## src/rtl/cdb_arbiter.sv

```systemverilog
// -----------------------------------------------------------------------------
// cdb_arbiter
//   Shares one common data bus (CDB) among the execution-unit groups
//   (0=ALU, 1=LD/ST, 2=MUL, 3=DIV). Each cycle at most one completed result is
//   granted and registered onto the bus, where reservation stations and the ROB
//   snoop it for operand wakeup and commit.
//
//   Build option:
//     CDB_RR_EN defined   : round-robin arbitration starting at rr_ptr.
//     CDB_RR_EN undefined : fixed priority ALU > LD/ST > MUL > DIV.
//
//   Ports:
//     clk_i         rising-edge clock
//     rst_ni        asynchronous active-low reset
//     req_valid_i   per-unit "result ready" flags
//     req_reg_id_i  per-unit destination tags, unit i at [i*TAG_W +: TAG_W]
//     req_data_i    per-unit results, unit i at [i*DATA_W +: DATA_W]
//     req_ready_o   one-hot-or-zero grant (result consumed this cycle)
//     cdb_stall_i   downstream cannot accept; hold the bus
//     flush_i       mispredict flush; drop any pending broadcast
//     cdb_valid_o   broadcast valid
//     cdb_reg_id_o  broadcast tag (0 when idle)
//     cdb_data_o    broadcast data (0 when idle)
//     grant_idx_o   unit currently on the bus (0 when idle)
// -----------------------------------------------------------------------------
module cdb_arbiter #(
  parameter int N_REQ  = 4,
  parameter int TAG_W  = 5,
  parameter int DATA_W = 32,
  localparam int IDX_W = (N_REQ > 1) ? $clog2(N_REQ) : 1
) (
  input  logic                      clk_i,
  input  logic                      rst_ni,
  input  logic [N_REQ-1:0]          req_valid_i,
  input  logic [N_REQ*TAG_W-1:0]    req_reg_id_i,
  input  logic [N_REQ*DATA_W-1:0]   req_data_i,
  output logic [N_REQ-1:0]          req_ready_o,
  input  logic                      cdb_stall_i,
  input  logic                      flush_i,
  output logic                      cdb_valid_o,
  output logic [TAG_W-1:0]          cdb_reg_id_o,
  output logic [DATA_W-1:0]         cdb_data_o,
  output logic [IDX_W-1:0]          grant_idx_o
);

  typedef enum logic {ST_EMPTY = 1'b0, ST_FULL = 1'b1} state_e;

  state_e             state_q, state_d;
  logic [TAG_W-1:0]   tag_q, tag_d;
  logic [DATA_W-1:0]  data_q, data_d;
  logic [IDX_W-1:0]   gidx_q, gidx_d;

  logic               load_en;
  logic               grant_found;
  logic [IDX_W-1:0]   grant_sel;

  logic [TAG_W-1:0]   tag_w  [N_REQ];
  logic [DATA_W-1:0]  data_w [N_REQ];

  for (genvar gi = 0; gi < N_REQ; gi++) begin : g_unit
    assign tag_w[gi]  = req_reg_id_i[gi*TAG_W +: TAG_W];
    assign data_w[gi] = req_data_i[gi*DATA_W +: DATA_W];
    // Grants are suppressed while in reset so no requester sees a transfer.
    assign req_ready_o[gi] = rst_ni && load_en && grant_found &&
                             (grant_sel == IDX_W'(gi));
  end

  // The bus can take a new result when it is free or draining this cycle;
  // a flush blocks every grant.
  assign load_en = ((state_q == ST_EMPTY) || !cdb_stall_i) && !flush_i;

`ifdef CDB_RR_EN
  logic [IDX_W-1:0] rr_ptr_q, rr_ptr_d;

  // Search upward from rr_ptr, wrapping modulo N_REQ.
  always_comb begin
    logic [IDX_W:0]   sum;
    logic [IDX_W-1:0] cand;
    grant_found = 1'b0;
    grant_sel   = '0;
    sum         = '0;
    cand        = '0;
    for (int k = 0; k < N_REQ; k++) begin
      sum = {1'b0, rr_ptr_q} + (IDX_W+1)'(k);
      if (sum >= (IDX_W+1)'(N_REQ)) begin
        sum = sum - (IDX_W+1)'(N_REQ);
      end
      cand = sum[IDX_W-1:0];
      if (!grant_found && req_valid_i[cand]) begin
        grant_found = 1'b1;
        grant_sel   = cand;
      end
    end
  end

  // Pointer moves past the granted unit on every transfer, including
  // zero-tag consumes; flush and stall produce no transfer so it holds.
  always_comb begin
    rr_ptr_d = rr_ptr_q;
    if (load_en && grant_found) begin
      rr_ptr_d = (grant_sel == IDX_W'(N_REQ-1)) ? '0 : grant_sel + 1'b1;
    end
  end

  always_ff @(posedge clk_i or negedge rst_ni) begin
    if (!rst_ni) begin
      rr_ptr_q <= '0;
    end else begin
      rr_ptr_q <= rr_ptr_d;
    end
  end
`else
  // Fixed priority: the lowest-indexed valid unit wins.
  always_comb begin
    grant_found = 1'b0;
    grant_sel   = '0;
    for (int k = N_REQ-1; k >= 0; k--) begin
      if (req_valid_i[k]) begin
        grant_found = 1'b1;
        grant_sel   = IDX_W'(k);
      end
    end
  end
`endif

  // Output register: flush clears, load replaces (or empties), otherwise hold.
  always_comb begin
    state_d = state_q;
    tag_d   = tag_q;
    data_d  = data_q;
    gidx_d  = gidx_q;
    if (flush_i) begin
      state_d = ST_EMPTY;
      tag_d   = '0;
      data_d  = '0;
      gidx_d  = '0;
    end else if (load_en) begin
      // A zero tag is consumed but never broadcast.
      if (grant_found && (tag_w[grant_sel] != '0)) begin
        state_d = ST_FULL;
        tag_d   = tag_w[grant_sel];
        data_d  = data_w[grant_sel];
        gidx_d  = grant_sel;
      end else begin
        state_d = ST_EMPTY;
        tag_d   = '0;
        data_d  = '0;
        gidx_d  = '0;
      end
    end
  end

  always_ff @(posedge clk_i or negedge rst_ni) begin
    if (!rst_ni) begin
      state_q <= ST_EMPTY;
      tag_q   <= '0;
      data_q  <= '0;
      gidx_q  <= '0;
    end else begin
      state_q <= state_d;
      tag_q   <= tag_d;
      data_q  <= data_d;
      gidx_q  <= gidx_d;
    end
  end

  assign cdb_valid_o  = (state_q == ST_FULL);
  assign cdb_reg_id_o = tag_q;
  assign cdb_data_o   = data_q;
  assign grant_idx_o  = gidx_q;

endmodule

```

## config.mk

```make
export PLATFORM = sky130hd
export DESIGN_NAME = cdb_arbiter
export DESIGN_NICKNAME = d
export VERILOG_FILES = /design/src/rtl/cdb_arbiter.sv
export SDC_FILE = /design/constraint.sdc
export NUM_CORES = 1
export LEC_CHECK = 0
export CORE_ASPECT_RATIO = 2
export CORE_UTILIZATION = 25
export CTS_CLUSTER_DIAMETER = 80
export DETAILED_ROUTE_END_ITERATION = 12
export DONT_BUFFER_PORTS = 1
export HOLD_SLACK_MARGIN = 0.05
export SLEW_MARGIN = 40
export SYNTH_ARGS = -nofsm -noshare
export SYNTH_HDL_FRONTEND = slang
export SYNTH_SLANG_ARGS = --single-unit
```

## constraint.sdc

```tcl
create_clock -name clk_i -period 3.53 [get_ports clk_i]
set_input_delay 0.1765 -clock clk_i [delete_from_list [all_inputs] [get_ports clk_i]]
set_output_delay 0.1765 -clock clk_i [all_outputs]
set_load 0.03 [all_outputs]
```

==> results of run 1 <==
[worst max-delay path, stage by stage, from the launching register on]
cell,delay (ns)
dfrtp_1,0.52
a21oi_1,0.48
nand2_1,0.21
nor3_2,0.51
[worst max-delay path by stage]
stage	endpoint	slack (ns)	depth (start not counted)	from
final	req_ready_o[3]	1.35	3	cdb_valid_o
after global routing	req_ready_o[3]	1.24	3	cdb_valid_o
after CTS	req_ready_o[3]	1.08	3	cdb_valid_o
after detailed placement	cdb_data_o[2]	1.29	6	req_valid_i[1]
after global placement	cdb_data_o[2]	1.30	6	req_valid_i[2]
after floorplan	cdb_data_o[10]	1.71	8	req_valid_i[2]
[cell type report]
| type | instances | area (um^2) | share of cell area (%) |
|---|---|---|---|
| sequential | 40 | 1000 | 33.2 |
| clock inverter | 1 | 5.00 | 0.166 |
| inverter | 1 | 3.75 | 0.124 |
| timing repair buffer | 12 | 155 | 5.14 |
| clock buffer | 6 | 129 | 4.27 |
| tap | 137 | 171 | 5.68 |
| multi-input combinational | 193 | 1550 | 51.4 |
[through the flow]
step / power [mW] / cells / util [%]
after detailed placement: 0.840 / 380 / 26.8
after floorplan: 0.785 / 266 / -
after global routing: 1.34 / 390 / 28.6
final: 1.27 / 390 / 28.6
after CTS: 1.30 / 390 / 28.6
after global placement: 0.823 / 378 / 26.3
[flip-flops by register name, indices dropped and copies added (netlist names)]
register / flops
cdb_data_o: 32
grant_idx_o: 2
cdb_valid_o: 1
cdb_reg_id_o: 5
[metal layers]
layer,vias to the layer above,share of wire (%)
met5,-,0
met4,0,2.0
met3,11,6.3
met2,152,55
met1,1185,37
li1,1071,-
[where the power goes]
| part | internal, mW | total (mW) | switching, mW |
|---|---|---|---|
| Clock | 0.257 | 0.432 | 0.175 |
| Sequential | 0.497 | 0.612 | 0.115 |
| Combinational | 0.103 | 0.231 | 0.127 |
| Total | 0.857 | 1.27 | 0.417 |
[layout by cell type (no fill, tap or decap), types with 5 or more instances in the layout]
cell type / n
a222oi_1: 32
clkbuf_16: 5
o31ai_2: 27
nand2_1: 40
o31ai_1: 8
dfrtp_1: 40
buf_4: 7
a22o_1: 34
[kinds of logic after synthesis]
| logic type | count (synthesis) |
|---|---|
| compound gates | 125 |
| flops | 40 |
| buf+inv | 33 |
| simple gates | 68 |
[what timing repair did]
action	in CTS	in global routing
hold buffers	3	0
endpoints found under the hold margin	41	0
setup endpoints to repair	0	0
==> reports/qor.txt, run 1 <==
outcome: finished clean
PortBufs: 0
ranking of synthesized cells by area: dfrtp_1 37%, o31ai_2 12%, a222oi_1 12%
global-route wire length before repair: 12900 um
post-route setup slack: 1.35 ns
Leak: 1.13 nW
initial antenna violation count: 0
fmax: 459 MHz
Die Y-Extent: 149 um
placer congestion estimate: 0.795
hold slack: 0.138 ns
syn nets: 422
startpoint type of the worst setup path: register
largest net degree at the start of global routing: 48
Period Utilization, post-route: 61.8%
RSZ-0062 raised after global routing: false
Core Region: 10500 um^2
vias in the first global route: 2250
Critical Path End Type: output pin
CTS tree: built
layout cells sized above 1: 21.3%
met3 GRT Util: 2.91%
mux contribution to synthesized area: 0%
final clock skew: 0.00756 ns
area grow syn2layout: 11.4%
cell area after synthesis: 2710 um^2
wire length per cell: 23.8 um
TNS Setup: 0 ns
Synth Area in XOR/XNOR: 0%
Worst EP required: 3.35 ns
CTS buffer count: 5
top-area cell type share of the netlist area: 37.0%
count of pins over their slew limit: 0
Final Routed Wirelength: 9290 um
adder-cell share of the synthesized area: 0%
Peak VDD IR: 0.000205 V
HPWL Detailed: 6770 um
post-CTS setup buffer count: 0
Total GRT Usage: 15.9%
die width: 75.6 um
drt pass-1 iters: 11
total clock sinks: 40
largest family of logic cells by synthesized area: compound AO/OA/AOI/OAI gates
syn_area_per_cell: 10.2 um^2
Setup CP Type: reg2out
area of the die: 11300 um^2
Tightest Pin Transition: 0.606 ns
EDFF count, synth: 0
DRT iter0 DRCs: 313
CTS Root Cell: clkbuf_16
asr flop ratio synth: 100%
DRC errors left: 0
largest buffer count on any clock path: 2
Post-Place Worst Slack: 1.29 ns
initial core utilization: 25.7%
Post-DRT Antenna Nets: 0
Yosys top cell by area: dfrtp_1
cts repair resizes: 0
Compound-Gate Fraction of Synth Area: 43.6%
via density per instance: 6.20
sequential element share of the synthesized area: 37.0%
Crit path arrival time: 2.00 ns
PD cells: 422 nW/um^2
# rows: 53
clock-pin slew on the worst setup and hold paths: 0.06 ns
Ant. Diodes: 0
H-tree levels: 2
max-cap check violation count: 0
Most Crowded Layer GR: met2
R2R cell count: 5
Final setup viols: 0
WHS Path Cells: 2
met1 Use GR: 17.7%
vias: 2419
final hold viol count: 0
top_reg_cell synth: dfrtp_1
FF-to-FF Start: cdb_valid_o
sink of the worst hold path: cdb_valid_o
R2R Path End: cdb_data_o[4]
Yosys Warn Count: 0
slew margin rel.: 59.4%
HP Class: in2reg
Post-Synth Simple-Gate Area: 12.3%
Synth cell types: 38
Ports: 200
Post-synth top cells: 40 x dfrtp_1, 40 x nand2_1, 34 x a22o_1, 32 x a222oi_1, 27 x o31ai_2
fin area: 3020 um^2
Worst R2R Setup Slack: 1.46 ns
Placed Area: 2830 um^2
nets: 409
Crit Path Max Fanout: 5
Fill cells: 1075
insertion delay of the later-clocked pin in the worst-skew pair: 0.28 ns
Final Critical Period: 2.18 ns
Synth Instances: 266
#FFs+latches synth: 40
met2 global-route usage: 28.9%
min-delay src: cdb_stall_i
GR Overflow Total: 0
Power figures use the tool's default switching activity.
==> run 2: changes to the inputs <==
--- a/config.mk
+++ b/config.mk
@@ -5,6 +5,7 @@
 export SDC_FILE = /design/constraint.sdc
 export NUM_CORES = 1
 export LEC_CHECK = 0
+export ABC_AREA = 1
 export CORE_ASPECT_RATIO = 2
 export CORE_UTILIZATION = 25
 export CTS_CLUSTER_DIAMETER = 80
==> constraint.sdc (replaced) <==
create_clock -name clk_i -period 1.95 [get_ports clk_i]
set_input_delay 0.0975 -clock clk_i [delete_from_list [all_inputs] [get_ports clk_i]]
set_output_delay 0.0975 -clock clk_i [all_outputs]
set_load 0.03 [all_outputs]
==> run 2 against run 1 <==
  * Final area is 8.6% higher
  * Worst setup slack lost 1.2 ns
  * Routed wire length up 12%
  * Register-to-register slack worse by 1.1 ns
  * Synthesized area increased by 8.7%
  * Critical path depth up 3
  * Core utilization rose by 0.25 points
  * Cell count rose by 44%
  * Highest routed layer unchanged
==> reports/qor.txt, run 2 <==
Worst EP required: 1.85 ns (-1.50 ns)
register area: 1000 um^2 (unchanged)
post-route setup slack: 0.167 ns (-1.18 ns)
max-cap check violation count: 0 (unchanged)
TNS Setup: 0 ns (unchanged)
startpoint type of the worst setup path: register
area grow syn2layout: 11.3% (about the same)
outcome: finished clean
# rows: 55 (+3.8%)
initial core utilization: 25.9% (+0.25 points)
fin area: 3280 um^2 (+8.6%)
most common cell in the netlist: nand2_1
Yosys Warn Count: 0 (unchanged)
fmax: 561 MHz
Total GRT Usage: 17.0% (+1.1 points)
final hold viol count: 0 (unchanged)
cell area after synthesis: 2940 um^2 (+8.7%)
PortBufs: 0 (unchanged)
sequential element share of the synthesized area: 34.0% (-3.0 points)
Yosys top cell by area: dfrtp_1
Largest register FFs: 32 (unchanged)
vias: 2942 (+22%)
Peak VDD IR: 0.000278 V (+36%)
CTS Root Cell: clkbuf_16
DRT iter0 DRCs: 262 (-16%)
vias in the first global route: 2903 (+29%)
PD cells: 726 nW/um^2 (+72%)
top_reg_cell synth: dfrtp_1
#FFs+latches synth: 40 (unchanged)
total power: 2.38 mW (+87%)
Period Utilization, post-route: 91.4%
syn nets: 577 (+37%)
top-area cell type share of the netlist area: 34.0% (-3.0 points)
Critical Path End Type: output pin
insertion delay of the later-clocked pin in the worst-skew pair: 0.28 ns (about the same)
placed cell count: 548 (+44%)
Synth cell types: 23 (-39%)
DRC errors left: 0 (unchanged)
largest net degree at the start of global routing: 41 (-15%)
Synth Instances: 421 (+58%)
global-route wire length before repair: 15600 um (+21%)
Crit path arrival time: 1.69 ns (-0.31 ns)
met1 Use GR: 18.3% (+0.67 points)
ranking of synthesized cells by area: dfrtp_1 34%, nand2_1 23%, nand3_2 10%
Final Non-Filler Cells: 560 (+44%)
HPWL Detailed: 7720 um (+14%)
Final setup viols: 0 (unchanged)
nets: 572 (+40%)
hold slack: 0.0639 ns (-0.0745 ns)
Core Region: 11400 um^2 (+7.7%)
placer congestion estimate: 0.849 (+6.8%)
Final Util: 28.9% (+0.25 points)
drt pass-1 iters: 4 (-7)
Post-synth top cells: 184 x nand2_1, 45 x nand3_1, 40 x dfrtp_1, 34 x nand4_1, 30 x nand3_2
met3 GRT Util: 4.11% (+1.2 points)
HP Class: in2reg
initial antenna violation count: 2 (+2)
Most Crowded Layer GR: met2
total clock sinks: 40 (unchanged)
syn_area_per_cell: 6.99 um^2 (-31%)
final clock skew: 0.00352 ns (-0.00404 ns)
EDFF count, synth: 0 (unchanged)
Setup CP Type: reg2out
largest buffer count on any clock path: 2 (unchanged)
count of pins over their slew limit: 0 (unchanged)
CTS buffer count: 5 (unchanged)
Leak: 1.56 nW (+39%)
area of the die: 12200 um^2 (+8.6%)
via density per instance: 5.25 (-15%)
commonest non-fill, non-tap cell in the layout: nand2_1
multi-input logic area: 1720 um^2 (+11%)
Tightest Pin Transition: 0.589 ns (-0.0167 ns)
Ports: 200 (unchanged)
H-tree levels: 2 (unchanged)
slew margin rel.: 60.7% (+1.2 points)
Post-DRT Antenna Nets: 0 (unchanged)
GR Overflow Total: 0 (unchanged)
Placed Area: 3090 um^2 (+9.2%)
Final Critical Period: 1.78 ns
Fill cells: 1271 (+18%)
CTS tree: built
die width: 78.7 um (+4.2%)
Crit Path Max Fanout: 4 (-1)
RSZ-0062 raised after global routing: false
asr flop ratio synth: 100% (unchanged)
met2 global-route usage: 29.7% (+0.85 points)
Final Routed Wirelength: 10400 um (+12%)
most frequent cells in the layout: 184 x nand2_1, 45 x nand3_1, 40 x dfrtp_1
post-CTS setup buffer count: 0 (unchanged)
clock-pin slew on the worst setup and hold paths: 0.06 ns (about the same)
Post-Place Worst Slack: 0.146 ns (-1.14 ns)
wire length per cell: 18.6 um (-22%)
Die Y-Extent: 155 um (+4.2%)
layout cells sized above 1: 18.3% (-3.1 points)
run 2: critical path, stage by stage (launching register included):
cell and delay [ns]:
dfrtp_1 0.49, nand2_1 0.20, nand2_1 0.11, nor2_4 0.13
nand2_1 0.10, nor3_1 0.18, buf_4 0.20
run 2: report_power, final:
group / internal (mW) / switching (mW) / total [mW] / leakage (nW)
sequential: 0.905 / 0.222 / 1.13 / 0.528
clock: 0.466 / 0.332 / 0.798 / 0.0667
combinational: 0.159 / 0.294 / 0.453 / 0.969
total: 1.53 / 0.848 / 2.38 / 1.56
run 2: routing by layer:
layer | vias to the layer above | part of all wire (%)
li1 | 1369 | -
met1 | 1386 | 37
met3 | 18 | 7.9
met2 | 169 | 51
met4 | 0 | 3.5
met5 | - | 0
run 2: final timing paths:
kind | start | endpoint | slack [ns] | cells past startpoint
worst max register to register | cdb_valid_o | cdb_reg_id_o[0] | 0.33 | 6
worst min-delay path | req_data_i[4] | cdb_data_o[4] | 0.06 | 4
max in group asynchronous | rst_ni | cdb_data_o[23] | 1.42 | 2
worst min register to register | cdb_data_o[3] | cdb_data_o[3] | 0.69 | 2
worst max-delay path | cdb_valid_o | req_ready_o[3] | 0.17 | 6
min in group asynchronous | rst_ni | cdb_data_o[3] | 0.31 | 2
run 2: cell families (layout without fill, tap and decap cells):
group	Yosys count	after routing	share of synthesized area (%)
compound gates	5	5	1.10
other cells	0	2	0
flops	40	40	34.0
buf+inv	50	45	8.25
simple gates	326	326	56.7
run 2: cell type report:
type	count	share of cell area, %
Clock inverter	1	0.153
Inverter	21	2.41
Timing Repair Buffer	17	5.04
Clock buffer	6	3.93
Multi-Input combinational cell	331	52.3
Sequential cell	40	30.5
Tap cell	142	5.42
Antenna cell	2	0.153
run 2: what timing repair did:
item	CTS	global route
hold endpoints to repair	41	0
setup endpoints to repair	0	0
gates resized for setup	0	0
hold buffers	3	0
==> run 3: changes to the inputs <==
--- a/config.mk
+++ b/config.mk
@@ -6,12 +6,13 @@
 export NUM_CORES = 1
 export LEC_CHECK = 0
 export ABC_AREA = 1
-export CORE_ASPECT_RATIO = 2
+export CORE_ASPECT_RATIO = 1.2
 export CORE_UTILIZATION = 25
 export CTS_CLUSTER_DIAMETER = 80
 export DETAILED_ROUTE_END_ITERATION = 12
 export DONT_BUFFER_PORTS = 1
 export HOLD_SLACK_MARGIN = 0.05
+export SKIP_CTS_REPAIR_TIMING = 1
 export SLEW_MARGIN = 40
 export SYNTH_ARGS = -nofsm -noshare
 export SYNTH_HDL_FRONTEND = slang
==> run 3 against run 2 <==
  * Global-route usage is 1.9 points lower
  * Sequential share of layout area is 0.29 points lower
  * Combinational power fell by 2%
  * Non-clock buffer count is 2 lower
  * Routed wire length down 7.1%
  * Clock power rose by 6.9%
  * Maximum frequency decreased by 0.61%
  * Die area decreased by 0.20%
  * Clock-buffer cell count stayed put
  * Clock skew up 0.0030 ns
  * Cell count is 2.1% higher
  * Largest power group unchanged
==> reports/qor.txt, run 3 (synthesis gave the netlist of run 2 again) <==
Final Non-Filler Cells: 572 (+2.1%)
sink of the worst hold path: cdb_data_o[22]
Die Y-Extent: 121 um (-22%)
total clock sinks: 40 (unchanged)
global-route wire length before repair: 13800 um (-11%)
layout cells sized above 1: 18.3% (+0.044 points)
GR Overflow Total: 0 (unchanged)
area grow syn2layout: 12.4%
PortBufs: 0 (unchanged)
die width: 101 um (+28%)
placer congestion estimate: 0.745 (-12%)
CTS tree: built
Final Critical Period: 1.79 ns (+0.0109 ns)
Period Utilization, post-route: 92.0% (+0.56 points)
Final Routed Wirelength: 9660 um (-7.1%)
top routing layer used: met4
RSZ-0062 raised after global routing: false
Leak: 1.57 nW (+0.12%)
post-route setup slack: 0.156 ns (-0.0109 ns)
min-delay src: req_data_i[22]
Ant. Diodes: 0 (-2)
metal3 WL: 792 um (-3.9%)
R2R Path End: cdb_reg_id_o[0]
placed cell count: 560 (+2.2%)
wire length per cell: 16.9 um (-9.0%)
Worst EP required: 1.85 ns (about the same)
PD cells: 733 nW/um^2 (+1.0%)
most frequent cells in the layout: 183 x nand2_1, 45 x nand3_1, 40 x dfrtp_1
Post-Place Worst Slack: 0.188 ns (+0.0419 ns)
fin area: 3310 um^2 (+0.95%)
Peak VDD IR: 0.000382 V (+38%)
TNS Setup: 0 ns (unchanged)
startpoint type of the worst setup path: register
DRT iter0 DRCs: 109 (-58%)
Placed Area: 3100 um^2 (+0.28%)
WHS Path Cells: 4 (unchanged)
DRC errors left: 0 (unchanged)
met2 wire len: 4950 um (-7.1%)
Post-DRT Antenna Nets: 0 (unchanged)
outcome: finished clean
initial antenna violation count: 0 (-2)
Worst R2R Setup Slack: 0.43 ns (+0.10 ns)
count of pins over their slew limit: 0 (unchanged)
Total GRT Usage: 15.0% (-1.9 points)
commonest non-fill, non-tap cell in the layout: nand2_1
hold slack: 0.0646 ns (+0.000617 ns)
HP Class: in2reg
CTS Root Cell: clkbuf_16
Critical Path End Type: output pin
clock-pin slew on the worst setup and hold paths: 0.06 ns (about the same)
initial core utilization: 25.6% (-0.36 points)
final hold viol count: 0 (unchanged)
Crit path arrival time: 1.70 ns (about the same)
Core Region: 11500 um^2 (+1.4%)
Setup CP Type: reg2out
fmax: 558 MHz (-0.61%)
CTS buffer count: 5 (unchanged)
insertion delay of the later-clocked pin in the worst-skew pair: 0.29 ns (about the same)
HPWL Detailed: 6720 um (-13%)
drt pass-1 iters: 5 (+1)
vias in the first global route: 2618 (-9.8%)
Tightest Pin Transition: 0.588 ns (-0.00187 ns)
Largest register FFs: 32 (unchanged)
Final setup viols: 0 (unchanged)
H-tree levels: 2 (unchanged)
nets: 570 (-0.35%)
vias: 2925 (-0.58%)
max-cap check violation count: 0 (unchanged)
slew margin rel.: 60.8% (+0.12 points)
# rows: 43 (-22%)
FF-to-FF Start: cdb_valid_o
Ports: 200 (unchanged)
area of the die: 12200 um^2 (-0.20%)
largest buffer count on any clock path: 2 (unchanged)
Metal-1 WL: 3800 um (-2.0%)
via density per instance: 5.11 (-2.7%)
final clock skew: 0.00650 ns (+0.00297 ns)
Crit Path Max Fanout: 4 (unchanged)
largest net degree at the start of global routing: 42 (+2.4%)
R2R cell count: 6 (unchanged)
run 3: changes by cell type in the layout (fill, tap and decap cells not counted):
cell,before,now
nand2_2,6,7
diode_2,2,0
clkbuf_1,1,0
nand2_1,184,183
buf_4,13,9
clkbuf_8,0,1
dlygate4sd3_1,2,3
clkinv_2,1,2
buf_12,1,2
run 3: report_power, final:
group,switching [mW],internal (mW)
combinational,0.288,0.158
sequential,0.222,0.905
clock,0.348,0.505
run 3: per-layer routing:
layer	vias to the layer above	GRT usage, %
met2	158	26.3
met5	-	0
met3	7	4.15
met1	1397	17.4
met4	0	5.34
li1	1363	-
run 3: metrics by stage:
| stage | total power [mW] | utilization, % |
|---|---|---|
| global route | 2.55 | 28.7 |
| finish | 2.43 | 28.7 |
| global placement | 1.56 | 26.9 |
| CTS | 2.44 | 28.2 |
| detailed placement | 1.57 | 26.9 |
| floorplan | 1.46 | - |
run 3: how the worst max path moves through the flow:
| stage | endpoint | slack (ns) | cells after the start | start |
|---|---|---|---|---|
| 2_1_floorplan | req_ready_o[2] | 0.08 | 6 | cdb_valid_o |
| 3_3_place_gp | cdb_data_o[4] | 0.28 | 10 | req_valid_i[1] |
| 3_5_place_dp | cdb_data_o[0] | 0.19 | 10 | req_valid_i[1] |
| 4_1_cts | req_ready_o[2] | 0.08 | 6 | cdb_valid_o |
| 5_1_grt | req_ready_o[2] | 0.05 | 6 | cdb_valid_o |
| 6_report | req_ready_o[2] | 0.16 | 6 | cdb_valid_o |
run 3: final cells by class:
cell class,count,area [um^2]
fillers,1294,8210
multi-input cells,331,1720
flip-flops and latches,40,1000
well taps,157,196
repair buffers,15,165
clock buffers,6,139
inverters,21,78.8
clock inverters,2,10.0
run 3: critical path, cell delays in order, from the launching register on:
cell	delay (ns)
dfrtp_1	0.51
nand2_2	0.16
nand2_1	0.10
nor2_4	0.15
nand2_1	0.11
nor3_1	0.18
buf_4	0.20
